### src/rtl/aes_req_arbiter_if.sv
// Requester, response and AES core signal bundle for aes_req_arbiter.
// The arbiter connects through the slave modport; the environment drives the master side.
interface aes_req_arbiter_if;
   logic         req0_valid;
   logic         req0_ready;
   logic [127:0] req0_data;
   logic [127:0] req0_key;
   logic         req1_valid;
   logic         req1_ready;
   logic [127:0] req1_data;
   logic [127:0] req1_key;
   logic         rsp_valid;
   logic         rsp_ready;
   logic         rsp_id;
   logic [127:0] rsp_data;
   logic         rsp_err;
   logic         core_en;
   logic [127:0] core_data_in;
   logic [127:0] core_key_in;
   logic [127:0] core_data_out;
   logic         core_data_out_valid;
   logic         busy;

   modport slave (
      input  req0_valid, req0_data, req0_key,
      input  req1_valid, req1_data, req1_key,
      input  rsp_ready, core_data_out, core_data_out_valid,
      output req0_ready, req1_ready,
      output rsp_valid, rsp_id, rsp_data, rsp_err,
      output core_en, core_data_in, core_key_in, busy
   );

   modport master (
      output req0_valid, req0_data, req0_key,
      output req1_valid, req1_data, req1_key,
      output rsp_ready, core_data_out, core_data_out_valid,
      input  req0_ready, req1_ready,
      input  rsp_valid, rsp_id, rsp_data, rsp_err,
      input  core_en, core_data_in, core_key_in, busy
   );
endinterface

### src/rtl/aes_req_arbiter.sv
// Round-robin two-requester sequencer in front of a single AES_top core.
// Optional macro AES_ARB_TIMEOUT_EN adds a BUSY watchdog that aborts a job with rsp_err.
module aes_req_arbiter #(
   parameter int GAP_CYCLES     = 2,
   parameter int TIMEOUT_CYCLES = 64
) (
   input logic              AES_clk,
   input logic              AES_rst,
   aes_req_arbiter_if.slave bus
);
   localparam int GAP_W = (GAP_CYCLES > 1) ? $clog2(GAP_CYCLES) : 1;
   localparam logic [GAP_W-1:0] GAP_LOAD = GAP_W'(GAP_CYCLES - 1);

   typedef enum logic [1:0] {
      ST_IDLE = 2'd0,
      ST_BUSY = 2'd1,
      ST_RESP = 2'd2,
      ST_GAP  = 2'd3
   } state_t;

   if (GAP_CYCLES < 1 || TIMEOUT_CYCLES < 1) begin : g_bad_cfg
      $error("aes_req_arbiter: GAP_CYCLES and TIMEOUT_CYCLES must be at least 1");
   end

   state_t           state_r, state_s;
   logic             last_r, last_s;
   logic             core_en_r, core_en_s;
   logic [127:0]     core_data_r, core_data_s;
   logic [127:0]     core_key_r, core_key_s;
   logic             rsp_id_r, rsp_id_s;
   logic [127:0]     rsp_data_r, rsp_data_s;
   logic             rsp_valid_r, rsp_valid_s;
   logic [GAP_W-1:0] gap_cnt_r, gap_cnt_s;
   logic             grant_id_s;
   logic             grant_vld_s;
   logic             arb_open_s;
   logic             accept_s;

`ifdef AES_ARB_TIMEOUT_EN
   localparam int TMO_RAW = $clog2(TIMEOUT_CYCLES + 1);
   localparam int TMO_W   = (TMO_RAW > 7) ? TMO_RAW : 7;
   localparam logic [TMO_W-1:0] TMO_MAX = TMO_W'(TIMEOUT_CYCLES);

   logic             rsp_err_r, rsp_err_s;
   logic [TMO_W-1:0] tmo_cnt_r, tmo_cnt_s;
   logic [TMO_W-1:0] tmo_inc_s;

   // Saturating count of BUSY cycles including the one now ending.
   assign tmo_inc_s = (tmo_cnt_r >= TMO_MAX) ? TMO_MAX : (tmo_cnt_r + TMO_W'(1));
`endif

   // Lone requester wins; a tie goes to the requester not served last.
   always_comb begin
      grant_id_s  = 1'b0;
      grant_vld_s = 1'b0;
      if (bus.req0_valid && bus.req1_valid) begin
         grant_id_s  = ~last_r;
         grant_vld_s = 1'b1;
      end else if (bus.req0_valid) begin
         grant_id_s  = 1'b0;
         grant_vld_s = 1'b1;
      end else if (bus.req1_valid) begin
         grant_id_s  = 1'b1;
         grant_vld_s = 1'b1;
      end else begin
         grant_id_s  = 1'b0;
         grant_vld_s = 1'b0;
      end
   end

   // Ready is held low during reset so nothing is accepted on the release edge.
   assign arb_open_s     = (state_r == ST_IDLE) && !AES_rst;
   assign accept_s       = arb_open_s && grant_vld_s;
   assign bus.req0_ready = accept_s && !grant_id_s;
   assign bus.req1_ready = accept_s && grant_id_s;

   // Next-state and next-output logic of the job sequencer.
   always_comb begin
      state_s     = state_r;
      last_s      = last_r;
      core_en_s   = core_en_r;
      core_data_s = core_data_r;
      core_key_s  = core_key_r;
      rsp_id_s    = rsp_id_r;
      rsp_data_s  = rsp_data_r;
      rsp_valid_s = rsp_valid_r;
      gap_cnt_s   = gap_cnt_r;
`ifdef AES_ARB_TIMEOUT_EN
      rsp_err_s   = rsp_err_r;
      tmo_cnt_s   = tmo_cnt_r;
`endif
      case (state_r)
         ST_IDLE: begin
            if (accept_s) begin
               core_data_s = grant_id_s ? bus.req1_data : bus.req0_data;
               core_key_s  = grant_id_s ? bus.req1_key  : bus.req0_key;
               rsp_id_s    = grant_id_s;
               last_s      = grant_id_s;
               core_en_s   = 1'b1;
`ifdef AES_ARB_TIMEOUT_EN
               tmo_cnt_s   = {TMO_W{1'b0}};
`endif
               state_s     = ST_BUSY;
            end else begin
               state_s = ST_IDLE;
            end
         end
         ST_BUSY: begin
            if (bus.core_data_out_valid) begin
               rsp_data_s  = bus.core_data_out;
               rsp_valid_s = 1'b1;
               core_en_s   = 1'b0;
`ifdef AES_ARB_TIMEOUT_EN
               rsp_err_s   = 1'b0;
`endif
               state_s     = ST_RESP;
`ifdef AES_ARB_TIMEOUT_EN
            end else if (tmo_inc_s >= TMO_MAX) begin
               rsp_data_s  = 128'd0;
               rsp_valid_s = 1'b1;
               rsp_err_s   = 1'b1;
               core_en_s   = 1'b0;
               tmo_cnt_s   = tmo_inc_s;
               state_s     = ST_RESP;
            end else begin
               tmo_cnt_s = tmo_inc_s;
               state_s   = ST_BUSY;
            end
`else
            end else begin
               state_s = ST_BUSY;
            end
`endif
         end
         ST_RESP: begin
            if (bus.rsp_ready) begin
               rsp_valid_s = 1'b0;
               gap_cnt_s   = GAP_LOAD;
               state_s     = ST_GAP;
            end else begin
               state_s = ST_RESP;
            end
         end
         ST_GAP: begin
            if (gap_cnt_r == {GAP_W{1'b0}}) begin
               state_s = ST_IDLE;
            end else begin
               gap_cnt_s = gap_cnt_r - GAP_W'(1);
               state_s   = ST_GAP;
            end
         end
         default: begin
            core_en_s   = 1'b0;
            rsp_valid_s = 1'b0;
            state_s     = ST_IDLE;
         end
      endcase
   end

   // State and output registers; everything clears asynchronously, last points at req1.
   always_ff @(posedge AES_clk or posedge AES_rst) begin
      if (AES_rst) begin
         state_r     <= ST_IDLE;
         last_r      <= 1'b1;
         core_en_r   <= 1'b0;
         core_data_r <= 128'd0;
         core_key_r  <= 128'd0;
         rsp_id_r    <= 1'b0;
         rsp_data_r  <= 128'd0;
         rsp_valid_r <= 1'b0;
         gap_cnt_r   <= {GAP_W{1'b0}};
`ifdef AES_ARB_TIMEOUT_EN
         rsp_err_r   <= 1'b0;
         tmo_cnt_r   <= {TMO_W{1'b0}};
`endif
      end else begin
         state_r     <= state_s;
         last_r      <= last_s;
         core_en_r   <= core_en_s;
         core_data_r <= core_data_s;
         core_key_r  <= core_key_s;
         rsp_id_r    <= rsp_id_s;
         rsp_data_r  <= rsp_data_s;
         rsp_valid_r <= rsp_valid_s;
         gap_cnt_r   <= gap_cnt_s;
`ifdef AES_ARB_TIMEOUT_EN
         rsp_err_r   <= rsp_err_s;
         tmo_cnt_r   <= tmo_cnt_s;
`endif
      end
   end

   assign bus.core_en      = core_en_r;
   assign bus.core_data_in = core_data_r;
   assign bus.core_key_in  = core_key_r;
   assign bus.rsp_id       = rsp_id_r;
   assign bus.rsp_data     = rsp_data_r;
   assign bus.rsp_valid    = rsp_valid_r;
   assign bus.busy         = (state_r != ST_IDLE);
`ifdef AES_ARB_TIMEOUT_EN
   assign bus.rsp_err      = rsp_err_r;
`else
   assign bus.rsp_err      = 1'b0;
`endif
endmodule

### src/flat_wrapper.sv
// flat-port wrapper written by rule: the top's interface ports become plain ports
module aes_req_arbiter_flat 
#(
   parameter int GAP_CYCLES     = 2,
   parameter int TIMEOUT_CYCLES = 64
)
  (AES_clk, AES_rst, bus_req0_valid, bus_req0_data, bus_req0_key, bus_req1_valid, bus_req1_data, bus_req1_key, bus_rsp_ready, bus_core_data_out, bus_core_data_out_valid, bus_req0_ready, bus_req1_ready, bus_rsp_valid, bus_rsp_id, bus_rsp_data, bus_rsp_err, bus_core_en, bus_core_data_in, bus_core_key_in, bus_busy);
  aes_req_arbiter_if bus_i ();
  input logic AES_clk;
  input logic AES_rst;
  input wire logic [$bits(bus_i.req0_valid)-1:0] bus_req0_valid;
  input wire logic [$bits(bus_i.req0_data)-1:0] bus_req0_data;
  input wire logic [$bits(bus_i.req0_key)-1:0] bus_req0_key;
  input wire logic [$bits(bus_i.req1_valid)-1:0] bus_req1_valid;
  input wire logic [$bits(bus_i.req1_data)-1:0] bus_req1_data;
  input wire logic [$bits(bus_i.req1_key)-1:0] bus_req1_key;
  input wire logic [$bits(bus_i.rsp_ready)-1:0] bus_rsp_ready;
  input wire logic [$bits(bus_i.core_data_out)-1:0] bus_core_data_out;
  input wire logic [$bits(bus_i.core_data_out_valid)-1:0] bus_core_data_out_valid;
  output wire logic [$bits(bus_i.req0_ready)-1:0] bus_req0_ready;
  output wire logic [$bits(bus_i.req1_ready)-1:0] bus_req1_ready;
  output wire logic [$bits(bus_i.rsp_valid)-1:0] bus_rsp_valid;
  output wire logic [$bits(bus_i.rsp_id)-1:0] bus_rsp_id;
  output wire logic [$bits(bus_i.rsp_data)-1:0] bus_rsp_data;
  output wire logic [$bits(bus_i.rsp_err)-1:0] bus_rsp_err;
  output wire logic [$bits(bus_i.core_en)-1:0] bus_core_en;
  output wire logic [$bits(bus_i.core_data_in)-1:0] bus_core_data_in;
  output wire logic [$bits(bus_i.core_key_in)-1:0] bus_core_key_in;
  output wire logic [$bits(bus_i.busy)-1:0] bus_busy;
  assign bus_i.req0_valid = bus_req0_valid;
  assign bus_i.req0_data = bus_req0_data;
  assign bus_i.req0_key = bus_req0_key;
  assign bus_i.req1_valid = bus_req1_valid;
  assign bus_i.req1_data = bus_req1_data;
  assign bus_i.req1_key = bus_req1_key;
  assign bus_i.rsp_ready = bus_rsp_ready;
  assign bus_i.core_data_out = bus_core_data_out;
  assign bus_i.core_data_out_valid = bus_core_data_out_valid;
  assign bus_req0_ready = bus_i.req0_ready;
  assign bus_req1_ready = bus_i.req1_ready;
  assign bus_rsp_valid = bus_i.rsp_valid;
  assign bus_rsp_id = bus_i.rsp_id;
  assign bus_rsp_data = bus_i.rsp_data;
  assign bus_rsp_err = bus_i.rsp_err;
  assign bus_core_en = bus_i.core_en;
  assign bus_core_data_in = bus_i.core_data_in;
  assign bus_core_key_in = bus_i.core_key_in;
  assign bus_busy = bus_i.busy;
  aes_req_arbiter #(.GAP_CYCLES(GAP_CYCLES), .TIMEOUT_CYCLES(TIMEOUT_CYCLES)) u_core (.AES_clk(AES_clk), .AES_rst(AES_rst), .bus(bus_i));
endmodule
### config.mk
export PLATFORM = sky130hd
export DESIGN_NAME = aes_req_arbiter_flat
export DESIGN_NICKNAME = d
export VERILOG_FILES = /design/src/rtl/aes_req_arbiter_if.sv /design/src/rtl/aes_req_arbiter.sv /design/src/flat_wrapper.sv
export SDC_FILE = /design/constraint.sdc
export NUM_CORES = 1
export LEC_CHECK = 0
export CAP_MARGIN = 20
export CELL_PAD_IN_SITES_DETAIL_PLACEMENT = 1
export CELL_PAD_IN_SITES_GLOBAL_PLACEMENT = 2
export CORE_AREA = 2 2 404 406
export CTS_CLUSTER_SIZE = 12
export DETAILED_ROUTE_END_ITERATION = 10
export DIE_AREA = 0 0 406 408
export DONT_BUFFER_PORTS = 1
export PLACE_DENSITY = 0.34
export SETUP_SLACK_MARGIN = 0.4
export SYNTH_ARGS = -nofsm -noshare
export SYNTH_HDL_FRONTEND = slang
export SYNTH_SLANG_ARGS = --single-unit
export TNS_END_PERCENT = 20
### constraint.sdc
create_clock -name AES_clk -period 18.95 [get_ports AES_clk]
set_input_delay 2.8425 -clock AES_clk [delete_from_list [all_inputs] [get_ports AES_clk]]
set_output_delay 2.8425 -clock AES_clk [all_outputs]
set_load 0.01 [all_outputs]
# Word-level counts from Yosys, hierarchy flattened

Cells that the tools add are included.

$add $sub $neg: 1
Multiplexer cells: 21
Bitwise operators: 1
Eq/ne operators: 6
Reductions and logical operators: 17

Operators by type and width:

| kind                | count |
|---|---|
| $mux 128            | 2 |
| $mux 1              | 13 |
| $pmux 2 s4          | 1 |
| $reduce_bool 2->1   | 4 |
| $pmux 1 s2          | 3 |
| $reduce_and 2->1    | 3 |
| $reduce_and 3->1    | 2 |
| $logic_and 1x1->1   | 5 |
| $eq 2x2->1 const B  | 2 |
| $mux 2              | 2 |
| $ne 2x2->1 const B  | 2 |
| $eq 2x1->1 const B  | 1 |
| $logic_not 1->1     | 2 |
| $logic_not 2->1     | 1 |
| $ne 2x1->1 const B  | 1 |
| $not 1->1           | 1 |
| $sub 1x1->1 const B | 1 |

Logic and storage cells: 55
Flip-flop bits (word level): 391
Input bits: 646

# Depth between registers and ports, before layout

Gate-level depths: netlist of run 1.

Depth after elaboration: 6
Mapped depth: 7

# Least setup slack after synthesis of run 1

OpenSTA, ideal clock, no wires.

Path type: input-to-output
From: input bus_req0_valid
To: output bus_req0_ready
Arrival time: 3.874 ns
Cell stages on the path: 4
Setup slack: 12.234 ns
Cell sequence: buf_2 > clkbuf_1 > clkbuf_1 > nor3b_1

Cells in the longest elaborated chain, start to end: 4
Elaborated cells on any way between the ends: 8
Those cells by class: mux (4); reduce/logical (4)

Ends and longest elaborated chain:

| element                                                     | line                                         | RTL |
|---|---|---|
| start, declared                                             | flat_wrapper.sv:11                           | `input wire logic [$bits(bus_i.req0_valid)-1:0] bus_req0_valid;` |
| $mux 1 / $logic_and 1x1->1 (equally long branches)          | aes_req_arbiter.sv:59, aes_req_arbiter.sv:56 |  |
| $mux 1                                                      | aes_req_arbiter.sv:56                        | `if (bus.req0_valid && bus.req1_valid) begin` |
| $logic_and 1x1->1 / $logic_not 1->1 (equally long branches) | aes_req_arbiter.sv:73, aes_req_arbiter.sv:74 |  |
| $logic_and 1x1->1 *                                         | aes_req_arbiter.sv:74                        | `assign bus.req0_ready = accept_s && !grant_id_s;` |
| end, declared                                               | flat_wrapper.sv:20                           | `output wire logic [$bits(bus_i.req0_ready)-1:0] bus_req0_ready;` |

Every way passes the cells marked *; elsewhere a longest branch is shown, timed or not.

# Final worst setup path of run 1

From: input AES_rst
To: output bus_req0_ready

Cells in the longest elaborated chain, start to end: 4

Ends and longest elaborated chain:

| element           | line                  | RTL |
|---|---|---|
| start, declared   | flat_wrapper.sv:10    | `input logic AES_rst;` |
| $logic_not 1->1   | aes_req_arbiter.sv:72 | `assign arb_open_s = (state_r == ST_IDLE) && !AES_rst;` |
| $logic_and 1x1->1 | aes_req_arbiter.sv:72 |  |
| $logic_and 1x1->1 | aes_req_arbiter.sv:73 | `assign accept_s = arb_open_s && grant_vld_s;` |
| $logic_and 1x1->1 | aes_req_arbiter.sv:74 |  |

No other way between the ends.

==> flow_metrics.env, run 1 <==
export IMPL_grt_busiest_layer="met2"
export IMPL_syn_num_nets=2121
export IMPL_crit_fanout=3
export IMPL_gp_congestion=0.776
export IMPL_critPathCaptureType="output pin"
export IMPL_core_sq_mm=0.162
export IMPL_wl_per_cell_um=24.1
export IMPL_max_slew_margin_rel=0.240
export IMPL_synth_top_cell_area_share=0.572
export IMPL_p_leak_nw=8.08
export IMPL_rsz0062_at_grt="no"
export IMPL_yosysUniqueCellTypes=25
export IMPL_pwr_share_seq=0.489
export IMPL_cts_hold_buf=0
export IMPL_fp_row_count=148
export IMPL_yosysSeqAreaShare=0.573
export IMPL_clk_path_buf_depth=3
export IMPL_synth_area_sq_mm=0.0171
export IMPL_drt_iter0_drc=787
export IMPL_dieArea_sq_mm=0.166
export IMPL_p_clk_frac=0.295
export IMPL_synthCells=1475
export IMPL_drc_errors=0
export IMPL_drt_total_wl_um=87500
export IMPL_hold_path_class="reg2reg"
export IMPL_power_density_mw_per_mm2=180
export IMPL_hold_viol=0
export IMPL_met2_usage=0.188
export IMPL_grtUsageTotal=0.100
export IMPL_dieWidth_um=406
export IMPL_timing_fmax_ghz=0.155
export IMPL_grt_max_degree=260
export IMPL_grt_pass1_wl_um=119000
export IMPL_synth_top_cell_by_area="dfrtp_1"
export IMPL_setup_viol=0
export IMPL_post_route_util=0.130
export IMPL_period_minus_slack_ns=6.46
export IMPL_synth_area_top_cells="dfrtp_1 57%, a221o_1 15%, mux2_2 8.5%"
export IMPL_p_sw_frac=0.382
export IMPL_drv_cap=0
export IMPL_post_cts_buffers=0
export IMPL_cts_root_buf="clkbuf_16"
export IMPL_drtPass1Iterations=5
export IMPL_avgSynthCellArea_sq_um=11.6
export IMPL_htreeDepth=2
export IMPL_numPortBuffers=0
export IMPL_p_comb_frac=0.216
export IMPL_finClkSkew_ns=0.0170
export IMPL_grt_pass1_vias=14100
export IMPL_worst_ir_drop_vdd_uv=63.8
export IMPL_io_pins=1037
export IMPL_numCtsBuffers=53
export IMPL_slew_viol_final=0
export IMPL_cts_tree="built"
export IMPL_globalRoute_totalOverflow=0
export IMPL_tns_ns=0
export IMPL_grtUsageMet1=0.101
export IMPL_startpoint_type="input port"
export IMPL_area_growth_pct=23.4
export IMPL_period_share=0.341
export IMPL_cts_num_sinks=391
export IMPL_drive_gt1_frac=0.173
export IMPL_tightestPinTransition_ns=1.14
export IMPL_cp_data_arrival_time_ns=3.62
export IMPL_required_ns=16.11
export IMPL_vias=13000
export IMPL_status="completed"
export IMPL_nNetsFinal=2040
export IMPL_antenna_found_initial=25
export IMPL_ant_nets=0
export IMPL_yosysWarnings=0
export IMPL_clk_latency_ns=0.62
export IMPL_die_height_um=408
export IMPL_cts_resized_gates=0
export IMPL_initial_core_util=0.106
export IMPL_via_per_inst=3.59
export IMPL_ys_ff_latch=391
export IMPL_p_int_mw=2.35
export IMPL_p_switching_mw=1.45
export IMPL_grtUsageMet3=0.0376
export IMPL_critPathKind="in2out"
export IMPL_hpwlAfterDp_um=64400
export IMPL_clk_pin_slew_ns=0.05
==> Yosys cell counts <==
library cell,count
o21ai_0,3
o311ai_0,1
buf_4,2
buf_2,56
buf_6,27
dfrtp_1,390
nand2_1,261
inv_1,3
nor3b_1,1
a21o_1,2
nor3_2,1
a21oi_1,3
dfstp_2,1
and3_1,1
clkbuf_1,54
or3_1,1
nand3b_1,1
a221o_1,256
nor2b_1,1
or2_2,1
mux2_2,129
nor3_1,256
o21ai_1,1
conb_1,1
buf_1,22
==> power by group through the flow <==
stage	sequential, mW	clock [mW]	combinational, mW
after floorplan	1.63	0	0.711
after global placement	1.91	0	0.801
after detailed placement	1.89	0	0.835
after CTS	1.88	1.17	0.835
after global routing	1.92	1.20	0.908
final	1.86	1.12	0.819
==> registers in the layout, indices dropped and copies added, names as in the netlist <==
name,count
u_core.state_r,2
u_core.bus.core_data_in,128
u_core.bus.rsp_valid,1
u_core.bus.core_en,1
u_core.bus.rsp_id,1
u_core.bus.core_key_in,128
u_core.bus.rsp_data,128
u_core.gap_cnt_r,1
u_core.last_r,1
==> critical path, cell delays in order <==
cell and delay (ns):
or3_4 0.34, nor3b_1 0.24, buf_4 0.20
==> cell type report <==
type / count / area, sq um
tap: 2175 / 2720
timing repair buffer: 25 / 188
clock inverter: 24 / 388
clock buffer: 73 / 1520
antenna: 12 / 30.0
sequential: 391 / 9790
inverter: 3 / 18.8
fill: 18700 / 141000
multi-input combinational: 920 / 6420
==> kinds of logic (layout without fill, tap and decap cells) <==
kind of cell	count (synthesis)	count (layout)	synth area share
simple gates	524	524	0.135
flops	391	391	0.573
compound gates	266	266	0.154
buf+inv	164	125	0.0525
mux	129	129	0.0851
other cells	1	13	0.000220
==> final timing paths <==
path | startpoint | endpoint | slack (ns) | cells after the start
setup / recovery | AES_rst | bus_req0_ready | 12.49 | 3
hold / removal | u_core.gap_cnt_r$_DFFE_PP0P_ | u_core.state_r[1]$_DFF_PP0_ | 0.54 | 2
setup reg to reg | u_core.state_r[1]$_DFF_PP0_ | u_core.bus.rsp_data[118]$_DFFE_PP0P_ | 15.60 | 4
hold reg to reg | u_core.gap_cnt_r$_DFFE_PP0P_ | u_core.state_r[1]$_DFF_PP0_ | 0.54 | 2
max in group asynchronous | AES_rst | u_core.bus.rsp_data[16]$_DFFE_PP0P_ | 14.16 | 4
min in group asynchronous | AES_rst | u_core.bus.core_data_in[102]$_DFFE_PP0P_ | 2.17 | 1
==> per-stage QoR <==
stage / setup slack, ns / std cells / hold slack (ns) / cell area (sq um) / power (mW)
6_report: 12.49 / 3623 / 0.536 / 21100 / 3.80
5_1_grt: 12.35 / 3623 / 0.565 / 21100 / 4.02
4_1_cts: 12.43 / 3611 / 0.543 / 21000 / 3.88
3_5_place_dp: 12.45 / 3514 / 0.528 / 19100 / 2.72
3_3_place_gp: 11.96 / 3513 / 0.519 / 19100 / 2.71
2_1_floorplan: 5.24 / 1475 / 0.485 / 17100 / 2.34
==> layer usage <==
metal	wire (um)	vias to the layer above	share of wire
met1	29500	6757	0.34
met5	115	-	0.0013
met3	8760	116	0.10
li1	-	5396	-
met4	1960	14	0.022
met2	47200	727	0.54
==> cells in the final DEF (no fill, tap or decap), drive strengths merged, types with 2 or more instances in the layout <==
cell type,netlist,final
o21ai,4,4
nand2,261,261
clkinv,0,9
a21oi,3,3
clkbuf,54,73
inv,3,4
nor3,257,257
a221o,256,256
diode,0,12
dfrtp,390,390
bufinv,0,10
clkinvlp,0,4
a21o,2,2
buf,107,25
mux2,129,129
No activity file was read; power rests on OpenSTA's default activity.
==> inputs of run 2 (changes only) <==
--- a/config.mk
+++ b/config.mk
@@ -5,15 +5,16 @@
 export SDC_FILE = /design/constraint.sdc
 export NUM_CORES = 1
 export LEC_CHECK = 0
+export ABC_AREA = 1
 export CAP_MARGIN = 20
 export CELL_PAD_IN_SITES_DETAIL_PLACEMENT = 1
 export CELL_PAD_IN_SITES_GLOBAL_PLACEMENT = 2
-export CORE_AREA = 2 2 404 406
+export CORE_AREA = 2 2 407 409
 export CTS_CLUSTER_SIZE = 12
 export DETAILED_ROUTE_END_ITERATION = 10
-export DIE_AREA = 0 0 406 408
+export DIE_AREA = 0 0 409 411
 export DONT_BUFFER_PORTS = 1
-export PLACE_DENSITY = 0.34
+export PLACE_DENSITY = 0.39
 export SETUP_SLACK_MARGIN = 0.4
 export SYNTH_ARGS = -nofsm -noshare
 export SYNTH_HDL_FRONTEND = slang
==> constraint.sdc (replaced) <==
create_clock -name AES_clk -period 5.6 [get_ports AES_clk]
set_input_delay 0.84 -clock AES_clk [delete_from_list [all_inputs] [get_ports AES_clk]]
set_output_delay 0.84 -clock AES_clk [all_outputs]
set_load 0.01 [all_outputs]
==> run 2 against run 1 <==
Effect of this change:
- synthesized area grew 7.4%
- utilization grew 0.67 points
- total power rose to 3.3 times the previous value
- via count up 23%
- worst hold slack lost 0.46 ns
- sequential power grew to 3.3 times the previous value
- setup slack got worse by 10 ns
- design area increased by 6.6%
- global-route usage rose by 1.5 points
- non-clock buffer count increased by 2
- clock skew increased by 0.00064 ns
- critical endpoint is now bus_req1_ready
==> flow_metrics.env, run 2 <==
export IMPL_status="completed"
export IMPL_power_mw=12.6
export IMPL_critPathSlowestCell="nor2_1"
export IMPL_critPathKind="reg2out"
export IMPL_p_leak_nw=11.6
export IMPL_hold_viol=0
export IMPL_cts_hold_buf=0
export IMPL_drtPass1Iterations=5
export IMPL_globalRoute_totalOverflow=0
export IMPL_cts_resized_gates=0
export IMPL_antenna_found_initial=14
export IMPL_synth_area_top_cells="dfrtp_1 53%, nand2_1 34%, nand3_1 7.0%"
export IMPL_power_density_mw_per_mm2=562
export IMPL_grt_pass1_wl_um=140000
export IMPL_postLayoutCellArea_sq_mm=0.0225
export IMPL_numPortBuffers=0
export IMPL_seq_area_sq_mm=0.00979
export IMPL_final_cell_mix="1676 x nand2_1, 390 x dfrtp_1, 257 x nand3_1, 55 x clkbuf_16, 18 x buf_4"
export IMPL_dpl_instance_area_sq_mm=0.0206
export IMPL_hpwlAfterDp_um=76100
export IMPL_nNetsFinal=3079
export IMPL_yosysSeqAreaShare=0.534
export IMPL_period_minus_slack_ns=3.28
export IMPL_clk_pin_slew_ns=0.06
export IMPL_crit_fanout=80
export IMPL_critPathBufInv=0
export IMPL_via_per_inst=3.44
export IMPL_crit_path_frequent_cell="nand2_8"
export IMPL_tightestPinTransition_ns=0.973
export IMPL_vias=16000
export IMPL_slowest_delay_ns=0.62
export IMPL_drt_iter0_drc=743
export IMPL_drv_cap=0
export IMPL_dieWidth_um=409
export IMPL_critPathCaptureType="output pin"
export IMPL_drt_total_wl_um=101000
export IMPL_multi_input_area_sq_mm=0.00773
export IMPL_area_growth_pct=22.5
export IMPL_p_int_mw=7.16
export IMPL_grtUsageTotal=0.115
export IMPL_drive_gt1_frac=0.0533
export IMPL_synth_flop_cell="dfrtp_1"
export IMPL_slew_viol_final=0
export IMPL_initial_core_util=0.112
export IMPL_finClkSkew_ns=0.0177
export IMPL_fp_row_count=149
export IMPL_timing_fmax_ghz=0.305
export IMPL_layout_commonest_cell="nand2_1"
export IMPL_synthTopCellsByCount="1676 x nand2_1, 390 x dfrtp_1, 258 x nand3_1"
export IMPL_yosysWarnings=0
export IMPL_ant_nets=0
export IMPL_synth_area_sq_mm=0.0183
export IMPL_cts_root_buf="clkbuf_16"
export IMPL_avgSynthCellArea_sq_um=7.28
export IMPL_drc_errors=0
export IMPL_synth_top_cell_by_area="dfrtp_1"
export IMPL_numCtsBuffers=55
export IMPL_cp_data_arrival_time_ns=2.44
export IMPL_synth_top_cell_area_share=0.532
export IMPL_p_comb_frac=0.226
export IMPL_hold_path_class="in2async"
export IMPL_cts_num_sinks=391
export IMPL_max_slew_margin_rel=0.352
export IMPL_cp_top_family="simple AND/OR/NAND/NOR gates"
export IMPL_dieArea_sq_mm=0.168
export IMPL_clk_path_buf_depth=3
export IMPL_grt_pass1_vias=17600
export IMPL_ys_ff_latch=391
export IMPL_pwr_share_seq=0.487
export IMPL_htreeDepth=2
export IMPL_synth_edf_count=0
export IMPL_cp_cell_sequence="nand2_8 -> nand2_8 -> nor2_1"
export IMPL_syn_num_nets=3165
export IMPL_period_share=0.586
export IMPL_p_clk_frac=0.287
export IMPL_worst_ir_drop_vdd_uv=202
export IMPL_core_sq_mm=0.164
export IMPL_setup_viol=0
export IMPL_n_fill_cell=19700
export IMPL_rsz0062_at_grt="no"
export IMPL_startpoint_type="flip-flop"
export IMPL_gp_congestion=0.761
export IMPL_async_flop_share=1.00
export IMPL_required_ns=4.76
export IMPL_cts_tree="built"
export IMPL_die_height_um=411
export IMPL_p_switching_mw=5.46
export IMPL_io_pins=1037
export IMPL_clk_latency_ns=0.63
export IMPL_synthCells=2519
export IMPL_synth_most_common_cell="nand2_1"
export IMPL_grt_max_degree=259
export IMPL_yosysUniqueCellTypes=19
export IMPL_p_sw_frac=0.433
export IMPL_post_cts_buffers=0
export IMPL_wl_per_cell_um=21.6
run 2: layout make-up:
cell class | count | area share
flip-flops and latches | 391 | 0.436
multi-input cells | 1948 | 0.344
well taps | 2189 | 0.122
clock buffers | 71 | 0.0684
repair buffers | 27 | 0.0140
clock inverters | 28 | 0.0135
inverters | 10 | 0.00189
diodes | 4 | 0.000446
run 2: final timing paths:
kind / startpoint / depth (start not counted) / slack (ns) / to
min: AES_rst / 1 / 0.08 / u_core.bus.core_data_in[20]$_DFFE_PP0P_
max reg2reg: u_core.state_r[1]$_DFF_PP0_ / 6 / 2.61 / u_core.bus.rsp_data[99]$_DFFE_PP0P_
min reg2reg: u_core.last_r$_DFFE_PP1P_ / 2 / 0.52 / u_core.last_r$_DFFE_PP1P_
max in group asynchronous: AES_rst / 3 / 3.66 / u_core.bus.core_data_in[16]$_DFFE_PP0P_
min in group AES_clk: bus_core_data_out[94] / 2 / 0.31 / u_core.bus.rsp_data[94]$_DFFE_PP0P_
max: u_core.last_r$_DFFE_PP1P_ / 3 / 2.32 / bus_req1_ready
run 2: power by group through the flow:
stage / combinational (mW) / clock [mW] / sequential, mW
global placement: 2.93 / 0 / 6.34
floorplan: 2.19 / 0 / 5.38
CTS: 3.00 / 3.80 / 6.25
finish: 2.86 / 3.63 / 6.14
detailed placement: 2.99 / 0 / 6.27
global route: 3.41 / 3.91 / 6.34
run 2: per-layer routing:
layer	track usage	wire [um]	vias to the layer above
met5	0	53	-
met4	0.0401	3150	10
met3	0.0448	9460	120
met2	0.203	51000	657
met1	0.126	37200	7684
li1	-	-	7565
run 2: through the flow:
step           setup TNS [ns]  utilization  hold slack [ns]  setup WS, ns  cells
2_1_floorplan         -802.55            -            0.449         -2.78   2519
3_3_place_gp                0        0.126            0.502          2.20   4565
3_5_place_dp                0        0.126            0.512          2.17   4565
4_1_cts                     0        0.137           0.0265          2.06   4664
5_1_grt                     0        0.137           0.0343          2.10   4668
6_report                    0        0.137           0.0752          2.32   4668
run 2: logic make-up after synthesis:
| family | synth area share |
|---|---|
| other cells | 0.000204 |
| flops | 0.534 |
| buf+inv | 0.0481 |
| compound gates | 0.00109 |
| simple gates | 0.417 |
run 2: worst register-to-register path: cells and delay by family (launching register included):
kind | cells | cell delay, ns
buffers and inverters | 3 | 1.68
AND/OR/NAND/NOR | 3 | 0.84
flip-flops | 1 | 0.42
==> inputs of run 3 (changes only) <==
--- a/config.mk
+++ b/config.mk
@@ -5,16 +5,16 @@
 export SDC_FILE = /design/constraint.sdc
 export NUM_CORES = 1
 export LEC_CHECK = 0
-export ABC_AREA = 1
+export ABC_AREA = 0
 export CAP_MARGIN = 20
 export CELL_PAD_IN_SITES_DETAIL_PLACEMENT = 1
 export CELL_PAD_IN_SITES_GLOBAL_PLACEMENT = 2
-export CORE_AREA = 2 2 407 409
+export CORE_AREA = 2 2 409 411
 export CTS_CLUSTER_SIZE = 12
 export DETAILED_ROUTE_END_ITERATION = 10
-export DIE_AREA = 0 0 409 411
+export DIE_AREA = 0 0 411 413
 export DONT_BUFFER_PORTS = 1
-export PLACE_DENSITY = 0.39
+export PLACE_DENSITY = 0.34
 export SETUP_SLACK_MARGIN = 0.4
 export SYNTH_ARGS = -nofsm -noshare
 export SYNTH_HDL_FRONTEND = slang
==> constraint.sdc (replaced) <==
create_clock -name AES_clk -period 3.38 [get_ports AES_clk]
set_input_delay 0.507 -clock AES_clk [delete_from_list [all_inputs] [get_ports AES_clk]]
set_output_delay 0.507 -clock AES_clk [all_outputs]
set_load 0.01 [all_outputs]
==> run 3 against run 2 <==
Effect of this change:
- utilization is 1.5 points higher
- non-clock buffer count grew 399
- die area up 0.98%
- setup slack worse by 1.6 ns
- design area increased by 12%
- cell count fell by 13%
- sequential share of layout area fell by 4.7 points
- first-iteration DRC count up 4.7%
- clock skew fell by 0.0028 ns
- largest power group unchanged
==> flow_metrics.env, run 3 (synthesis gave the netlist of run 1 again) <==
export IMPL_setup_viol=0
export IMPL_cts_num_sinks=391
export IMPL_dr_wl_met3_um=6860
export IMPL_numCtsBuffers=55
export IMPL_die_height_um=413
export IMPL_initial_core_util=0.103
export IMPL_multi_input_area_sq_mm=0.00642
export IMPL_max_slew_margin_rel=0.382
export IMPL_hpwlAfterDp_um=69400
export IMPL_io_pins=1037
export IMPL_clk_path_buf_depth=3
export IMPL_drv_cap=0
export IMPL_n_fill_cell=19100
export IMPL_r2r_cells=5
export IMPL_critPathCaptureType="output pin"
export IMPL_vias=14500
export IMPL_grtUsageTotal=0.105
export IMPL_nNetsFinal=2443
export IMPL_drive_gt1_frac=0.139
export IMPL_fp_row_count=150
export IMPL_required_ns=2.87
export IMPL_p_leak_nw=9.77
export IMPL_endpoint="bus_req0_ready"
export IMPL_r2r_end="u_core.bus.core_data_in[52]$_DFFE_PP0P_"
export IMPL_clk_pin_slew_ns=0.05
export IMPL_startpoint_type="flip-flop"
export IMPL_ff2ff_setup_slack_ns=0.96
export IMPL_gp_congestion=0.803
export IMPL_r2r_start="u_core.state_r[1]$_DFF_PP0_"
export IMPL_cp_top_family="simple AND/OR/NAND/NOR gates"
export IMPL_rsz0062_at_grt="no"
export IMPL_grt_pass1_wl_um=130000
export IMPL_dieArea_sq_mm=0.170
export IMPL_status="completed"
export IMPL_dr_wl_met2_um=50700
export IMPL_dieWidth_um=411
export IMPL_period_minus_slack_ns=2.68
export IMPL_worst_ir_drop_vdd_uv=392
export IMPL_critPathBufInv=0
export IMPL_tightestPinTransition_ns=0.924
export IMPL_top_layer="met5"
export IMPL_slew_viol_final=0
export IMPL_htreeDepth=2
export IMPL_layout_commonest_cell="dfrtp_1"
export IMPL_slowest_delay_ns=0.61
export IMPL_cp_cell_sequence="or3_4 -> nor3b_1"
export IMPL_whs_ns=0.111
export IMPL_wl_per_cell_um=23.5
export IMPL_power_mw=21.7
export IMPL_hold_viol=0
export IMPL_critPathKind="reg2out"
export IMPL_numPortBuffers=0
export IMPL_drtPass1Iterations=5
export IMPL_fin_cells=4049
export IMPL_final_cell_mix="390 x dfrtp_1, 387 x dlygate4sd3_1, 261 x nand2_1, 256 x nor3_1, 256 x a221o_1"
export IMPL_crit_fanout=25
export IMPL_wl_met1_um=35000
export IMPL_drt_iter0_drc=778
export IMPL_cp_data_arrival_time_ns=2.18
export IMPL_cts_root_buf="clkbuf_16"
export IMPL_timing_fmax_ghz=0.373
export IMPL_ant_nets=0
export IMPL_grt_max_degree=260
export IMPL_antenna_found_initial=18
export IMPL_globalRoute_totalOverflow=0
export IMPL_hold_path_class="in2reg"
export IMPL_seq_area_sq_mm=0.00979
export IMPL_period_share=0.794
export IMPL_dp_cells=3557
export IMPL_cp_depth=2
export IMPL_cts_tree="built"
export IMPL_drt_total_wl_um=95100
export IMPL_post_route_util=0.152
export IMPL_grt_pass1_vias=16400
export IMPL_core_sq_mm=0.166
export IMPL_clk_latency_ns=0.63
export IMPL_critPathLaunch="u_core.state_r[1]$_DFF_PP0_"
export IMPL_power_density_mw_per_mm2=863
export IMPL_drc_errors=0
export IMPL_area_growth_pct=47.4
export IMPL_finClkSkew_ns=0.0149
export IMPL_tns_ns=0
export IMPL_cts_resized_gates=0
export IMPL_critPathSlowestCell="or3_4"
export IMPL_via_per_inst=3.58
export IMPL_hold_start="bus_core_data_out_valid"
==> run 3: worst min-delay path by stage <==
stage	depth (start not counted)	end	slack, ns
3_5_place_dp	1	u_core.bus.core_key_in[30]$_DFFE_PP0P_	0.44
4_1_cts	2	u_core.bus.rsp_valid$_DFFE_PP0P_	0.03
2_1_floorplan	2	u_core.state_r[1]$_DFF_PP0_	0.48
5_1_grt	2	u_core.bus.rsp_valid$_DFFE_PP0P_	0.06
3_3_place_gp	1	u_core.bus.core_key_in[26]$_DFFE_PP0P_	0.43
6_report	2	u_core.bus.rsp_valid$_DFFE_PP0P_	0.11
==> run 3: area by class of cell <==
| class | count | share of cell area |
|---|---|---|
| Antenna cell | 9 | 0.000895 |
| Multi-Input combinational cell | 920 | 0.255 |
| Inverter | 3 | 0.000597 |
| Clock buffer | 80 | 0.0616 |
| Clock inverter | 16 | 0.00900 |
| Timing Repair Buffer | 426 | 0.175 |
| Tap cell | 2204 | 0.110 |
| Sequential cell | 391 | 0.389 |
==> run 3: per-layer routing <==
metal	GRT usage	vias up
li1	-	6179
met4	0.0327	4
met2	0.195	660
met1	0.116	7523
met5	0	-
met3	0.0295	115
==> run 3: report_power, final <==
| part | leakage [nW] | internal (mW) | total [mW] | switching, mW |
|---|---|---|---|---|
| Sequential | 4.80 | 6.93 | 10.6 | 3.62 |
| Combinational | 4.11 | 2.77 | 5.26 | 2.49 |
| Clock | 0.856 | 3.53 | 5.91 | 2.38 |
| Total | 9.77 | 13.2 | 21.7 | 8.49 |
==> run 3: timing repair <==
item,in CTS,in global routing
hold endpoints to repair,395,0
hold buffers,387,0
buffers inserted,0,0
==> run 3: metrics by stage <==
stage	area [sq um]	setup WS [ns]
final	25200	0.697
after global routing	25200	0.543
after CTS	25100	0.586
after detailed placement	19500	0.965
after global placement	19500	1.07
after floorplan	17100	-2.39
